### src/rtl/cmip_irq_svc.sv
// Interrupt service sequencer: snapshots the controller flag vector on irq, dispatches set bits lowest-first, clears and confirms each.
// Latency: trigger seen in IDLE at cycle N -> o_evt_vld at N+3; handshake at M -> o_clr at M+1 -> flag checked from M+2.
// Backpressure: o_evt_vld/o_evt_idx hold until i_evt_rdy; new edge irqs are remembered in a sticky pend bit while busy.
module cmip_irq_svc #(
  parameter int DATA_WDTH = 32,
  parameter int IDX_WDTH  = 5,
  parameter int TMO_WDTH  = 16,
  parameter int CNT_WDTH  = 16
) (
  input  logic                 i_clk,
  input  logic                 i_rst_n,
  input  logic                 i_irq_polar,
  input  logic                 i_irq_level,
  input  logic                 i_irq,
  input  logic [DATA_WDTH-1:0] i_irq_flag,
  output logic [DATA_WDTH-1:0] o_clr,
  output logic                 o_evt_vld,
  output logic [IDX_WDTH-1:0]  o_evt_idx,
  input  logic                 i_evt_rdy,
  input  logic [TMO_WDTH-1:0]  i_tmo_cfg,
  output logic                 o_tmo_err,
  input  logic                 i_tmo_err_clr,
  output logic                 o_busy,
  output logic [CNT_WDTH-1:0]  o_svc_cnt
);

  typedef enum logic [2:0] {
    S_IDLE,
    S_SNAP,
    S_SEL,
    S_DISP,
    S_CLR,
    S_CHK
  } state_t;

  state_t               state_q;
  logic                 irq_act_d1_q;
  logic                 pend_q;
  logic                 pend_d;
  logic [DATA_WDTH-1:0] snap_q;
  logic [DATA_WDTH-1:0] clr_q;
  logic [IDX_WDTH-1:0]  idx_q;
  logic [TMO_WDTH-1:0]  tmo_q;
  logic                 vld_q;
  logic                 busy_q;
  logic                 tmo_err_q;
  logic [CNT_WDTH-1:0]  cnt_q;

  logic                 irq_act;
  logic                 irq_rise;
  logic                 trigger;
  logic [DATA_WDTH-1:0] idx_oh;
  logic [DATA_WDTH-1:0] snap_rest;
  logic                 flag_gone;
  logic                 tmo_hit;
  logic [IDX_WDTH-1:0]  low_idx;

  assign irq_act   = (i_irq == i_irq_polar);
  assign irq_rise  = irq_act & ~irq_act_d1_q;
  assign trigger   = i_irq_level ? irq_act : pend_q;
  assign idx_oh    = {{(DATA_WDTH-1){1'b0}}, 1'b1} << idx_q;
  assign snap_rest = snap_q & ~idx_oh;
  assign flag_gone = ~|(i_irq_flag & idx_oh);
  assign tmo_hit   = (i_tmo_cfg != '0) && (tmo_q == i_tmo_cfg - TMO_WDTH'(1));

  // Sticky edge-mode pending bit: consumed on IDLE->SNAP, a new rise in the same cycle wins.
  always_comb begin
    pend_d = pend_q;
    if (state_q == S_IDLE && pend_q) pend_d = 1'b0;
    if (irq_rise) pend_d = 1'b1;
    if (i_irq_level) pend_d = 1'b0;
  end

  // Priority pick of the lowest set bit in the snapshot.
  always_comb begin
    low_idx = '0;
    for (int i = DATA_WDTH - 1; i >= 0; i--) begin
      if (snap_q[i]) low_idx = IDX_WDTH'(i);
    end
  end

  // Service FSM with all outputs registered alongside the state.
  always_ff @(posedge i_clk) begin
    if (!i_rst_n) begin
      state_q      <= S_IDLE;
      irq_act_d1_q <= 1'b0;
      pend_q       <= 1'b0;
      snap_q       <= '0;
      clr_q        <= '0;
      idx_q        <= '0;
      tmo_q        <= '0;
      vld_q        <= 1'b0;
      busy_q       <= 1'b0;
      tmo_err_q    <= 1'b0;
      cnt_q        <= '0;
    end else begin
      irq_act_d1_q <= irq_act;
      pend_q       <= pend_d;
      clr_q        <= '0;
      if (i_tmo_err_clr) tmo_err_q <= 1'b0;
      case (state_q)
        S_IDLE: begin
          if (trigger) begin
            state_q <= S_SNAP;
            busy_q  <= 1'b1;
          end
        end
        S_SNAP: begin
          snap_q <= i_irq_flag;
          if (i_irq_flag == '0) begin
            state_q <= S_IDLE;
            busy_q  <= 1'b0;
          end else begin
            state_q <= S_SEL;
          end
        end
        S_SEL: begin
          idx_q   <= low_idx;
          vld_q   <= 1'b1;
          state_q <= S_DISP;
        end
        S_DISP: begin
          if (i_evt_rdy) begin
            vld_q   <= 1'b0;
            clr_q   <= idx_oh;
            state_q <= S_CLR;
          end
        end
        S_CLR: begin
          tmo_q   <= '0;
          state_q <= S_CHK;
        end
        S_CHK: begin
          if (flag_gone || tmo_hit) begin
            snap_q <= snap_rest;
            // A confirmed clear is counted; a timed-out one only raises the sticky error.
            if (flag_gone) cnt_q <= cnt_q + CNT_WDTH'(1);
            else           tmo_err_q <= 1'b1;
            if (snap_rest != '0) begin
              state_q <= S_SEL;
            end else begin
              state_q <= S_IDLE;
              busy_q  <= 1'b0;
            end
          end else begin
            tmo_q <= tmo_q + TMO_WDTH'(1);
          end
        end
        default: begin
          state_q <= S_IDLE;
          busy_q  <= 1'b0;
        end
      endcase
    end
  end

  assign o_clr     = clr_q;
  assign o_evt_vld = vld_q;
  assign o_evt_idx = idx_q;
  assign o_tmo_err = tmo_err_q;
  assign o_busy    = busy_q;
  assign o_svc_cnt = cnt_q;

endmodule

### config.mk
export PLATFORM = sky130hd
export DESIGN_NAME = cmip_irq_svc
export DESIGN_NICKNAME = d
export VERILOG_FILES = /design/src/rtl/cmip_irq_svc.sv
export SDC_FILE = /design/constraint.sdc
export NUM_CORES = 1
export LEC_CHECK = 0
export BUFFER_PORTS_ARGS = -buffer_cell sky130_fd_sc_hd__buf_2
export CAP_MARGIN = 0
export CORE_MARGIN = 5
export CORE_UTILIZATION = 50
export CTS_CLUSTER_DIAMETER = 60
export CTS_CLUSTER_SIZE = 25
export DETAILED_ROUTE_END_ITERATION = 10
export PLACE_DENSITY = 0.77
export SLEW_MARGIN = 20
export SYNTH_ARGS = -nofsm -noshare
export SYNTH_HDL_FRONTEND = slang
export SYNTH_SLANG_ARGS = --single-unit
### constraint.sdc
create_clock -name i_clk -period 5.5 [get_ports i_clk]
set_input_delay 0.825 -clock i_clk [delete_from_list [all_inputs] [get_ports i_clk]]
set_output_delay 0.825 -clock i_clk [all_outputs]
set_load 0.005 [all_outputs]
* After elaboration in Yosys (flattened, before gate mapping)
Index checks and enable logic that the tools add are counted.
Storage, ports and cells: flip-flop bits (word level) 109, output and inout bits 56, word-level logic and storage cells 114
Operators by class: add/sub/neg operators 3, equality and inequality tests 13, shift-type cells 1, mux-type cells 56, bitwise gates (word level) 8, reduce and logical (&&, ||, !) cells 22
Operator list (count):
- $mux W5 | 32
- $and A32 B32 Y32 | 2
- $pmux W32 S2 | 1
- $add A16 B1 Y16 const B | 2
- $logic_not A32 Y1 | 1
- $mux W32 | 1
- $not A32 Y32 | 1
- $pmux W16 S2 | 1
- $reduce_bool A32 Y1 | 1
- $reduce_or A32 Y1 | 1
- $shl A1 B5 Y32 const A | 1
- $pmux W3 S6 | 1
- $eq A16 B16 Y1 | 1
- $mux W16 | 1
- $reduce_bool A16 Y1 | 1
- $sub A16 B1 Y16 const B | 1
- $mux W1 | 12
- $ne A2 B2 Y1 const B | 6
- $mux W3 | 3
- $reduce_and A3 Y1 | 3
- $reduce_bool A2 Y1 | 4
- $eq A3 B2 Y1 const B | 2
- $eq A3 B3 Y1 const B | 2
- $reduce_and A2 Y1 | 3
- 14 further kinds | 19

* Logic depth before layout (Yosys ltp)
Gate-level depths: netlist of run 1.
word-level depth 32, mapped depth 12, gate-level depth less buffers 10

* Least setup slack after synthesis of run 1
Ideal clock, no wire load.
kind input -> register, start input i_tmo_cfg[0], end register snap_q[13], setup time 0.117 ns, data arrival time 3.326 ns, data required time 5.383 ns, slack 2.056 ns, stages 11, path buffers 1, path through inv_1 -> ha_1 -> or4b_4 -> or4b_1 -> and3_1 -> o31ai_4 -> nand4_4 -> a21oi_4 -> buf_6 -> nand2_1 -> a32o_1
On the way: word-level cells in the longest chain between the ends 6, elaborated cells on any way between the ends 7, classes of those cells 1 x add/sub; 2 x eq/ne; 4 x reduce/logical
Ends and longest elaborated chain:
- from (decl) | RTL line 20 | input logic [TMO_WDTH-1:0] i_tmo_cfg,
- $sub A16 B1 Y16 | RTL line 64 | assign tmo_hit = (i_tmo_cfg != '0) && (tmo_q == i_tmo_cfg - TMO_WDTH'(1));
- $eq A16 B16 Y1 | RTL line 64
- $logic_and A1 B1 Y1 * | RTL line 64
- $logic_or A1 B1 Y1 * | RTL line 134 | if (flag_gone || tmo_hit) begin
- $ne A2 B2 Y1 (no source line) *
- $reduce_and A2 Y1 (no source line) *
- to (signal assigned) | RTL line 109 | snap_q <= i_irq_flag;
- to (signal assigned) | RTL line 135 | snap_q <= snap_rest;
- to (decl) | RTL line 40 | logic [DATA_WDTH-1:0] snap_q;
Mark *: on every way between the ends. The rest lies on a longest branch, timed or not. A chain may end at the register's enable or synchronous reset.

* Final worst setup path of run 1
start register idx_q[3] (netlist: o_evt_idx[3]), end register snap_q[3]
On the way: word-level cells in the longest chain between the ends 7, elaborated cells on any way between the ends 11, classes of those cells 1 x eq/ne; 1 x shift; 2 x mux; 3 x bitwise; 4 x reduce/logical
Ends and longest elaborated chain:
- from (decl) | RTL line 42 | logic [IDX_WDTH-1:0] idx_q;
- from (signal assigned) | RTL line 118 | idx_q <= low_idx;
- $shl A1 B5 Y32 * | RTL line 61 | assign idx_oh = {{(DATA_WDTH-1){1'b0}}, 1'b1} << idx_q;
- $and A32 B32 Y32 | RTL line 63 | assign flag_gone = ~|(i_irq_flag & idx_oh);
- $reduce_or A32 Y1 | RTL line 63
- $logic_not A1 Y1 | RTL line 63
- $logic_or A1 B1 Y1 | RTL line 134
- $ne A2 B2 Y1 (no source line)
- $reduce_and A2 Y1 (no source line)
Mark *: on every way between the ends. The rest lies on a longest branch, timed or not. The select of a mux whose other input is x is not followed.

==> summary.md, run 1 <==
| Metric | Value |
|---|---|
| Power per cell area | 262.4 nW/um^2 |
| Flip-flop and latch area | 2182 um^2 |
| Yosys top cell area share | 35.55% |
| Ports | 111 |
| Setup crit end kind | flip-flop |
| Total negative slack | 0 ns |
| Yosys warnings | 0 |
| Synthesized flop and latch total | 109 |
| Fill cells | 1118 |
| Die ar. | 14590 um^2 |
| Clock root buffer | clkbuf_16 |
| Layout cells sized above 1 | 19.02% |
| Diodes inserted | 0 |
| Net Count, Synth | 818 |
| Vias in the first global route | 5868 |
| Gpl congestion | 1.041 |
| Crit path max fanout | 33 |
| Final wirelength | 19070 um |
| Number of flops mapped to enable cells by yosys | 0 |
| Post-CTS Hold Fix Bufs | 0 |
| Starting DRC count in detailed routing | 691 |
| Max-Cap Viols | 0 |
| Dominant synthesized flop cell | dfxtp_1 |
| Outcome | finished clean |
| Die H | 120.8 um |
| Synth cell types | 74 |
| Antenna Violating Nets Remaining | 0 |
| Fin crit share | 72.92% |
| CTS sink cnt | 109 |
| Fin nets | 890 |
| Resize count post-CTS | 0 |
| Fin util | 57.94% |
| CTS buffer count | 9 |
| Least-Margin Pin Slew | 1.101 ns |
| Count leader, synth | dfxtp_1 |
| DIE WIDTH | 120.8 um |
| Post-synthesis cell count | 760 |
| Area occupied by multi-input gates | 3635 um^2 |
| GR Overflow Total | 0 |
| Pin count of the biggest net entering global routing | 53 |
| DRC Markers | 0 |
| Max Root-Sink Buffers | 2 |
| Clock transition at path regs | 0.07 ns |
| Crit path launch type | flip-flop |
| Via count | 6366 |
| Mapped cell area | 6138 um^2 |
| Row Count | 40 |
| Share of synthesized registers carrying an async set or reset | 0% |
| CP Data Required Time | 5.75 ns |
| RSZ-0062 raised after global routing | no |
| Synth area leader | dfxtp_1 |
| Initial antenna violation count | 0 |
| HP Class | reg2reg |
| Synth top area cells | dfxtp_1 36%, a32o_1 5.4%, nand2_1 4.6%, nor2_1 4.5%, o21ai_0 4.4% |
| Clk_lat worst skew | 0.36 ns |
| Core Region | 12010 um^2 |
| Layout area overhead | 13.37% |
| GRT Total Usage | 25.97% |
| Sequential share of the synthesized area | 35.55% |
| Final Setup Violations | 0 |
| Critical path class | reg2reg |
| H-tree levels | 3 |
| Lkg Pwr | 2.654 nW |
| Post-synth top cells | 109 x dfxtp_1, 75 x nand2_1, 73 x nor2_1, 54 x o21ai_0, 44 x clkbuf_1 |
| DPL Wire Length | 13510 um |
| Syn avg cell area | 8.077 um^2 |
| Rel. slew slack | 26.53% |
| Routed WL per cell | 19.40 um |
| Worst clock skew | 0.01081 ns |
| Post-CTS Setup Repair Bufs | 0 |
| Max Clock Freq | 249.3 MHz |
| CTS tree | yes |
| Final Critical Period | 4.011 ns |
| First-pass GRT wire length | 30620 um |
| Fin. max-slew vios | 0 |
| Worst hold margin | 0.4592 ns |
| Vias/cell | 6.476 |
| Crit path arrival time | 4.26 ns |
| VDD IR max | 0.2257 mV |
| Initial Util | 51.10% |
| Endpoints failing hold | 0 |
| IO buf count | 110 |
| Drt pass-1 iters | 6 |
-- final cells by class --
type	instances	area share, %
Tap cell	147	2.643
Sequential cell	109	31.36
Clock buffer	11	3.632
Inverter	17	0.9169
Multi-Input combinational cell	577	52.23
Clock inverter	4	0.4495
Timing Repair Buffer	118	8.774
-- state kept, by name, summed over array words and instances, names as in the netlist, 3 cells and up --
register	cells
o_evt_idx	5
o_svc_cnt	16
snap_q	32
state_q	3
tmo_q	16
o_clr	32
-- metrics by stage --
| stage | setup slack, ns | power (mW) | instance area (um^2) | instances |
|---|---|---|---|---|
| 2_1_floorplan | 2.056 | 1.102 | 6138 | 760 |
| 3_3_place_gp | 1.218 | 1.207 | 6675 | 968 |
| 3_5_place_dp | 1.167 | 1.209 | 6675 | 968 |
| 4_1_cts | 1.521 | 1.827 | 6959 | 983 |
| 5_1_grt | 1.270 | 1.906 | 6959 | 983 |
| 6_report | 1.489 | 1.826 | 6959 | 983 |
-- critical path, cell delays in order (launching register included) --
cell	delay, ns
dfxtp_1	0.75
buf_4	0.30
or3b_2	0.28
nor2_1	0.09
a2111o_1	0.42
nor4_2	0.54
a21oi_1	0.20
a21oi_4	0.77
o21ai_0	0.22
a32o_1	0.31
-- where the power goes --
part           total (mW)  switching [mW]  internal, mW
combinational       0.332           0.196         0.135
sequential          0.872          0.0528         0.819
clock               0.623           0.291         0.332
-- layout by cell type, fill, tap and decap left out, types with 9 or more instances in the layout --
cell	n
a21oi_1	43
a32o_1	33
and3_1	15
buf_2	110
clkbuf_16	9
dfxtp_1	109
inv_1	15
mux2i_1	14
nand2_1	75
nand2b_1	18
nand3_1	24
nand4_1	16
nor2_1	72
nor3_1	14
nor4_1	24
o21ai_0	54
o31ai_1	18
or3_1	10
or4_1	14
xor2_1	11
-- cell families after synthesis --
group                      count (synthesis)  share of synthesized area [%]
and+or+nand+nor                          327                          28.33
AOI/OAI and AO/OA                        210                          24.24
DFF                                      109                          35.55
buffers and inverters                     74                          5.361
xor gates and xnor gates                  19                          2.711
muxes                                     18                          3.200
adders and majority gates                  3                         0.6116
-- final timing paths --
path,start,endpoint,slack (ns),cells after the start
max reg2reg,o_evt_idx[3],snap_q[3],1.49,9
min,o_busy,o_busy,0.46,2
min reg2reg,o_busy,o_busy,0.46,2
max,o_evt_idx[3],snap_q[3],1.49,9
-- metal layers --
metal  up-vias  share of wire [%]  GRT usage, %
met5         -                  0             0
met4         0                4.0         13.31
met3        62                9.5         6.548
met2       362                 44         39.43
met1      2966                 42         34.09
li1       2976                  -             -
(Power assumes the default switching activity.)
==> run 2, diff against run 1 <==
--- a/config.mk
+++ b/config.mk
@@ -12,7 +12,7 @@
 export CTS_CLUSTER_DIAMETER = 60
 export CTS_CLUSTER_SIZE = 25
 export DETAILED_ROUTE_END_ITERATION = 10
-export PLACE_DENSITY = 0.77
+export PLACE_DENSITY = 0.8
 export SLEW_MARGIN = 20
 export SYNTH_ARGS = -nofsm -noshare
 export SYNTH_HDL_FRONTEND = slang
==> constraint.sdc (replaced) <==
create_clock -name i_clk -period 3.4 [get_ports i_clk]
set_input_delay 0.51 -clock i_clk [delete_from_list [all_inputs] [get_ports i_clk]]
set_output_delay 0.51 -clock i_clk [all_outputs]
set_load 0.005 [all_outputs]
==> run 2 against run 1 <==
  * Die area is the same
  * Critical endpoint is now snap_q[23]
  * Power grew 72%
  * Critical path depth is the same
  * Highest routed layer unchanged
  * Clock power grew 88%
==> summary.md, run 2 (synthesis results as in run 1) <==
| Metric | Value |
|---|---|
| Max-Cap Viols | 0 (unchanged) |
| Fin nets | 916 (+2.9%) |
| IO buf count | 110 (unchanged) |
| Crit path arrival time | 3.48 ns (-0.78 ns) |
| Post-CTS Setup Repair Bufs | 0 (unchanged) |
| Resize count post-CTS | 0 (unchanged) |
| Gpl congestion | 1.032 (-0.92%) |
| Setup crit end kind | flip-flop |
| Die H | 120.8 um (unchanged) |
| Fin. max-slew vios | 0 (unchanged) |
| DPL Wire Length | 14280 um (+5.7%) |
| Final wirelength | 19550 um (+2.5%) |
| DIE WIDTH | 120.8 um (unchanged) |
| Global routing usage on met1 | 34.45% (+0.36 points) |
| Worst setup margin | 0.1684 ns (-1.321 ns) |
| Initial Util | 51.10% (unchanged) |
| Least-Margin Pin Slew | 0.5352 ns (-0.5657 ns) |
| DP Area | 6880 um^2 (+3.1%) |
| Finished Cell Area | 7212 um^2 (+3.6%) |
| Ports | 111 (unchanged) |
| Critical path's top delay family | compound AO/OA/AOI/OAI gates |
| Starting DRC count in detailed routing | 792 (+15%) |
| CP max-delay cell | dfxtp_1 |
| M3 GR Usage | 5.753% (-0.80 points) |
| Initial antenna violation count | 0 (unchanged) |
| Top Usage Layer GRT | met2 |
| HP Class | in2reg |
| Diodes inserted | 0 (unchanged) |
| Placed insts | 994 (+2.7%) |
| Max Clock Freq | 309.4 MHz (+24%) |
| Crit path max fanout | 13 (-61%) |
| Reg-to-reg slack, setup | 0.17 ns (-1.32 ns) |
| Layout area overhead | 17.49% |
| Clk_lat worst skew | 0.35 ns (about the same) |
| Most common cell after layout, fill and taps aside | buf_2 |
| Row Count | 40 (unchanged) |
| DRC Markers | 0 (unchanged) |
| Rel. slew slack | 64.32% (+38 points) |
| Fin util | 60.04% (+2.1 points) |
| Post-route insts no fill | 1010 (+2.7%) |
| Antenna Violating Nets Remaining | 0 (unchanged) |
| Endpoints failing hold | 0 (unchanged) |
| Overall power | 3.143 mW (+72%) |
| Grt met2 use | 41.95% (+2.5 points) |
| DP Worst Slack | -0.07719 ns (-1.244 ns) |
| Worst path depth | 9 (unchanged) |
| Crit path launch | o_evt_idx[1] |
| Routed WL per cell | 19.36 um (-0.21%) |
| Worst reg2reg path endpoint | snap_q[23] |
| Fin crit share | 95.05% (+22 points) |
| CTS sink cnt | 109 (unchanged) |
| CTS buffer count | 9 (unchanged) |
| Reg2Reg Depth | 9 (unchanged) |
| H-tree levels | 3 (unchanged) |
| CP Data Required Time | 3.65 ns (-2.10 ns) |
| Layout cells sized above 1 | 21.44% (+2.4 points) |
| Via count | 6490 (+1.9%) |
| Vias/cell | 6.426 (-0.78%) |
| CP cell instances | mux2_2 -> and3_1 -> a2111o_1 -> nor4_2 -> a21oi_1 -> a21oi_4 -> buf_4 -> nand2_1 -> a32o_1 |
| First-pass GRT wire length | 30900 um (+0.90%) |
| Outcome | finished clean |
| CP Capture Point | snap_q[23] |
| Die ar. | 14590 um^2 (unchanged) |
| Crit path launch type | flip-flop |
| CTS tree | yes |
| VDD IR max | 0.3353 mV (+49%) |
| Core Region | 12010 um^2 (unchanged) |
| GR Overflow Total | 0 (unchanged) |
| Final Critical Period | 3.232 ns (-0.7791 ns) |
| Lkg Pwr | 2.805 nW (+5.7%) |
| Critical path class | reg2reg |
| Pin count of the biggest net entering global routing | 33 (-38%) |
| CP bufs+invs | 1 (unchanged) |
| Vias in the first global route | 5858 (-0.17%) |
| Power per cell area | 435.9 nW/um^2 (+66%) |
| GRT Total Usage | 26.41% (+0.44 points) |
| Post-CTS Hold Fix Bufs | 0 (unchanged) |
| Max Root-Sink Buffers | 2 (unchanged) |
| Most frequent cells in the layout | 110 x buf_2, 109 x dfxtp_1, 75 x nand2_1 |
| Worst clock skew | 0.008835 ns (-0.001973 ns) |
| RSZ-0062 raised after global routing | no |
| Final Setup Violations | 0 (unchanged) |
| Max incr delay on CP | 0.56 ns (-0.21 ns) |
| Drt pass-1 iters | 6 (unchanged) |
| Clock transition at path regs | 0.07 ns (about the same) |
| Worst hold margin | 0.3633 ns (-0.09593 ns) |
| Total negative slack | 0 ns (unchanged) |
| Reg2Reg Launch Point | o_evt_idx[1] |
| Clock root buffer | clkbuf_16 |
run 2: cell types whose count changed in the layout (fill, tap and decap cells not counted), sizes merged:
cell	delta
buf	+26
inv	+1
clkbuf	-1
bufinv	+2
clkinv	-2
clkinvlp	+1
run 2: layer usage:
metal	routed length, um	vias to the layer above
met5	0	-
met4	773	0
met3	1884	79
met2	8998	349
met1	7893	3022
li1	-	3040
run 2: worst min path at each step:
stage          cells past startpoint  endpoint  slack, ns        start
3_3_place_gp                       2    o_busy       0.45       o_busy
6_report                           2    pend_q       0.36  i_irq_level
5_1_grt                            2    pend_q       0.37  i_irq_level
3_5_place_dp                       2    o_busy       0.47       o_busy
4_1_cts                            2    pend_q       0.36  i_irq_level
2_1_floorplan                      2    pend_q       0.45       pend_q
run 2: power breakdown:
part / switching [mW] / total [mW] / internal (mW)
clock: 0.497 / 1.17 / 0.673
combinational: 0.339 / 0.570 / 0.231
sequential: 0.0789 / 1.40 / 1.32
run 2: worst reg2reg max path, cell delays in order, from the launching register on:
cell	delay, ns
dfxtp_1	0.56
mux2_2	0.38
and3_1	0.18
a2111o_1	0.39
nor4_2	0.45
a21oi_1	0.21
a21oi_4	0.36
buf_4	0.26
nand2_1	0.08
a32o_1	0.26
run 2: layout make-up:
class | count | area (um^2)
Sequential cell | 109 | 2182
Timing Repair Buffer | 144 | 818.3
Clock inverter | 6 | 92.59
Inverter | 17 | 63.81
Clock buffer | 10 | 239.0
Multi-Input combinational cell | 577 | 3632
Tap cell | 147 | 183.9
Fill cell | 1116 | 4800
==> run 3, diff against run 2 <==
--- a/config.mk
+++ b/config.mk
@@ -13,6 +13,7 @@
 export CTS_CLUSTER_SIZE = 25
 export DETAILED_ROUTE_END_ITERATION = 10
 export PLACE_DENSITY = 0.8
+export RECOVER_POWER = 25
 export SLEW_MARGIN = 20
 export SYNTH_ARGS = -nofsm -noshare
 export SYNTH_HDL_FRONTEND = slang
==> run 3 against run 2 <==
  * Die area stayed put
  * Core utilization is 0.28 points lower
  * Non-clock buffer count stayed put
  * Power hardly changed
  * Wire length hardly changed
  * Clock power hardly changed
  * Fmax is 0.68% lower
  * Clock skew is 0.0019 ns higher
  * Design area is 0.47% lower
  * Flip-flop and latch count stayed put
  * Via count is 0.83% higher
  * Hold slack better by 0.0011 ns
==> summary.md, run 3 (synthesis results as in run 1) <==
| Metric | Value |
|---|---|
| Endpoints failing hold | 0 (unchanged) |
| Vias in the first global route | 5858 (unchanged) |
| Diodes inserted | 0 (unchanged) |
| Fill cells | 1132 (+1.4%) |
| CP bufs+invs | 1 (unchanged) |
| Fin. max-slew vios | 0 (unchanged) |
| First-pass GRT wire length | 30900 um (unchanged) |
| Resize count post-CTS | 0 (unchanged) |
| Critical path class | reg2reg |
| CTS buffer count | 9 (unchanged) |
| Vias/cell | 6.479 (+0.83%) |
| Final Critical Period | 3.254 ns (+0.02211 ns) |
| Flip-flop and latch area | 2182 um^2 (unchanged) |
| Rel. slew slack | 19.68% (-45 points) |
| Gpl congestion | 1.032 (unchanged) |
| Final wirelength | 19560 um (about the same) |
| Clock transition at path regs | 0.07 ns (about the same) |
| CTS sink cnt | 109 (unchanged) |
| GR Overflow Total | 0 (unchanged) |
| CP max-delay cell | dfxtp_1 |
| Power per cell area | 438.0 nW/um^2 (+0.50%) |
| Most frequent cells in the layout | 109 x dfxtp_1, 83 x buf_2, 75 x nand2_1 |
| Fin nets | 916 (unchanged) |
| Core Region | 12010 um^2 (unchanged) |
| Max incr delay on CP | 0.57 ns (about the same) |
| H-tree levels | 3 (unchanged) |
| IO buf count | 110 (unchanged) |
| Worst setup margin | 0.1463 ns (-0.02210 ns) |
| Lkg Pwr | 2.688 nW (-4.2%) |
| Ports | 111 (unchanged) |
| Clk_lat worst skew | 0.35 ns (about the same) |
| Max-Cap Viols | 0 (unchanged) |
| Least-Margin Pin Slew | 1.205 ns (+0.6695 ns) |
| Crit path launch type | flip-flop |
| Most common cell after layout, fill and taps aside | dfxtp_1 |
| Fin crit share | 95.70% (+0.65 points) |
| Final Setup Violations | 0 (unchanged) |
| Setup crit end kind | flip-flop |
| Pin count of the biggest net entering global routing | 33 (unchanged) |
| Layout cells sized above 1 | 18.31% (-3.1 points) |
| Max Clock Freq | 307.3 MHz (-0.68%) |
| HP Class | in2reg |
| Finished Cell Area | 7178 um^2 (-0.47%) |
| Clock root buffer | clkbuf_16 |
| Post-CTS Hold Fix Bufs | 0 (unchanged) |
| Antenna Violating Nets Remaining | 0 (unchanged) |
| CTS tree | yes |
| Initial antenna violation count | 0 (unchanged) |
| DP Worst Slack | -0.07719 ns (unchanged) |
| DRC Markers | 0 (unchanged) |
| Post-CTS Setup Repair Bufs | 0 (unchanged) |
| Die H | 120.8 um (unchanged) |
| CP Data Required Time | 3.64 ns (about the same) |
| RSZ-0062 raised after global routing | no |
| Outcome | finished clean |
| CP cell instances | mux2_2 -> and3_1 -> a2111o_1 -> nor4_2 -> a21oi_1 -> a21oi_4 -> buf_4 -> nand2_1 -> a32o_1 |
| Max Root-Sink Buffers | 2 (unchanged) |
| GRT Total Usage | 26.41% (unchanged) |
| Crit path max fanout | 13 (unchanged) |
| Area occupied by multi-input gates | 3632 um^2 (unchanged) |
| DP Area | 6880 um^2 (unchanged) |
| Drt pass-1 iters | 6 (unchanged) |
| Starting DRC count in detailed routing | 758 (-4.3%) |
| Row Count | 40 (unchanged) |
| Via count | 6544 (+0.83%) |
| Routed WL per cell | 19.36 um (about the same) |
| Crit path arrival time | 3.50 ns (+0.02 ns) |
| DPL Wire Length | 14280 um (unchanged) |
| Layout area overhead | 16.94% |
| Die ar. | 14590 um^2 (unchanged) |
| Worst clock skew | 0.01072 ns (+0.001886 ns) |
| Critical path's top delay family | compound AO/OA/AOI/OAI gates |
| VDD IR max | 0.3362 mV (+0.27%) |
| Initial Util | 51.10% (unchanged) |
| DIE WIDTH | 120.8 um (unchanged) |
-- run 3: changes by cell type in the layout (fill, tap and decap cells not counted) --
cell,before,now
buf_2,110,83
clkbuf_1,0,27
-- run 3: routing by layer --
metal  vias up  track usage (%)  share of wire, %
li1       3038                -                 -
met1      3033            34.45                40
met2       393            41.95                46
met3        80            5.753                10
met4         0            11.69               3.8
met5         -                0                 0
-- run 3: layout make-up --
type                       count  area share, %
clock inverter                 6          1.290
tap                          147          2.562
multi-input combinational    577          50.60
sequential                   109          30.40
timing repair buffer         144          10.93
inverter                      17         0.8890
clock buffer                  10          3.329
-- run 3: path summary, 6_finish.rpt --
kind	slack, ns	cells after the start	startpoint	endpoint
max	0.15	9	o_evt_idx[1]	snap_q[4]
min	0.36	2	i_irq_level	pend_q
max reg2reg	0.15	9	o_evt_idx[1]	snap_q[4]
min reg2reg	0.48	2	o_evt_vld	o_evt_vld
-- run 3: report_power, final --
part,internal (mW),switching (mW)
Combinational,0.230,0.339
Clock,0.673,0.498
Sequential,1.32,0.0790
Total,2.23,0.917
-- run 3: per-stage QoR --
stage / cells / TNS, ns / hold slack (ns) / util, % / total power, mW
after floorplan: 760 / 0 / 0.4456 / - / 1.783
after global placement: 994 / 0 / 0.4457 / 57.28 / 1.967
after detailed placement: 994 / -1.521 / 0.4661 / 57.28 / 1.976
after CTS: 1010 / 0 / 0.3587 / 60.04 / 3.136
after global routing: 1010 / 0 / 0.3733 / 59.76 / 3.256
final: 1010 / 0 / 0.3644 / 59.76 / 3.144
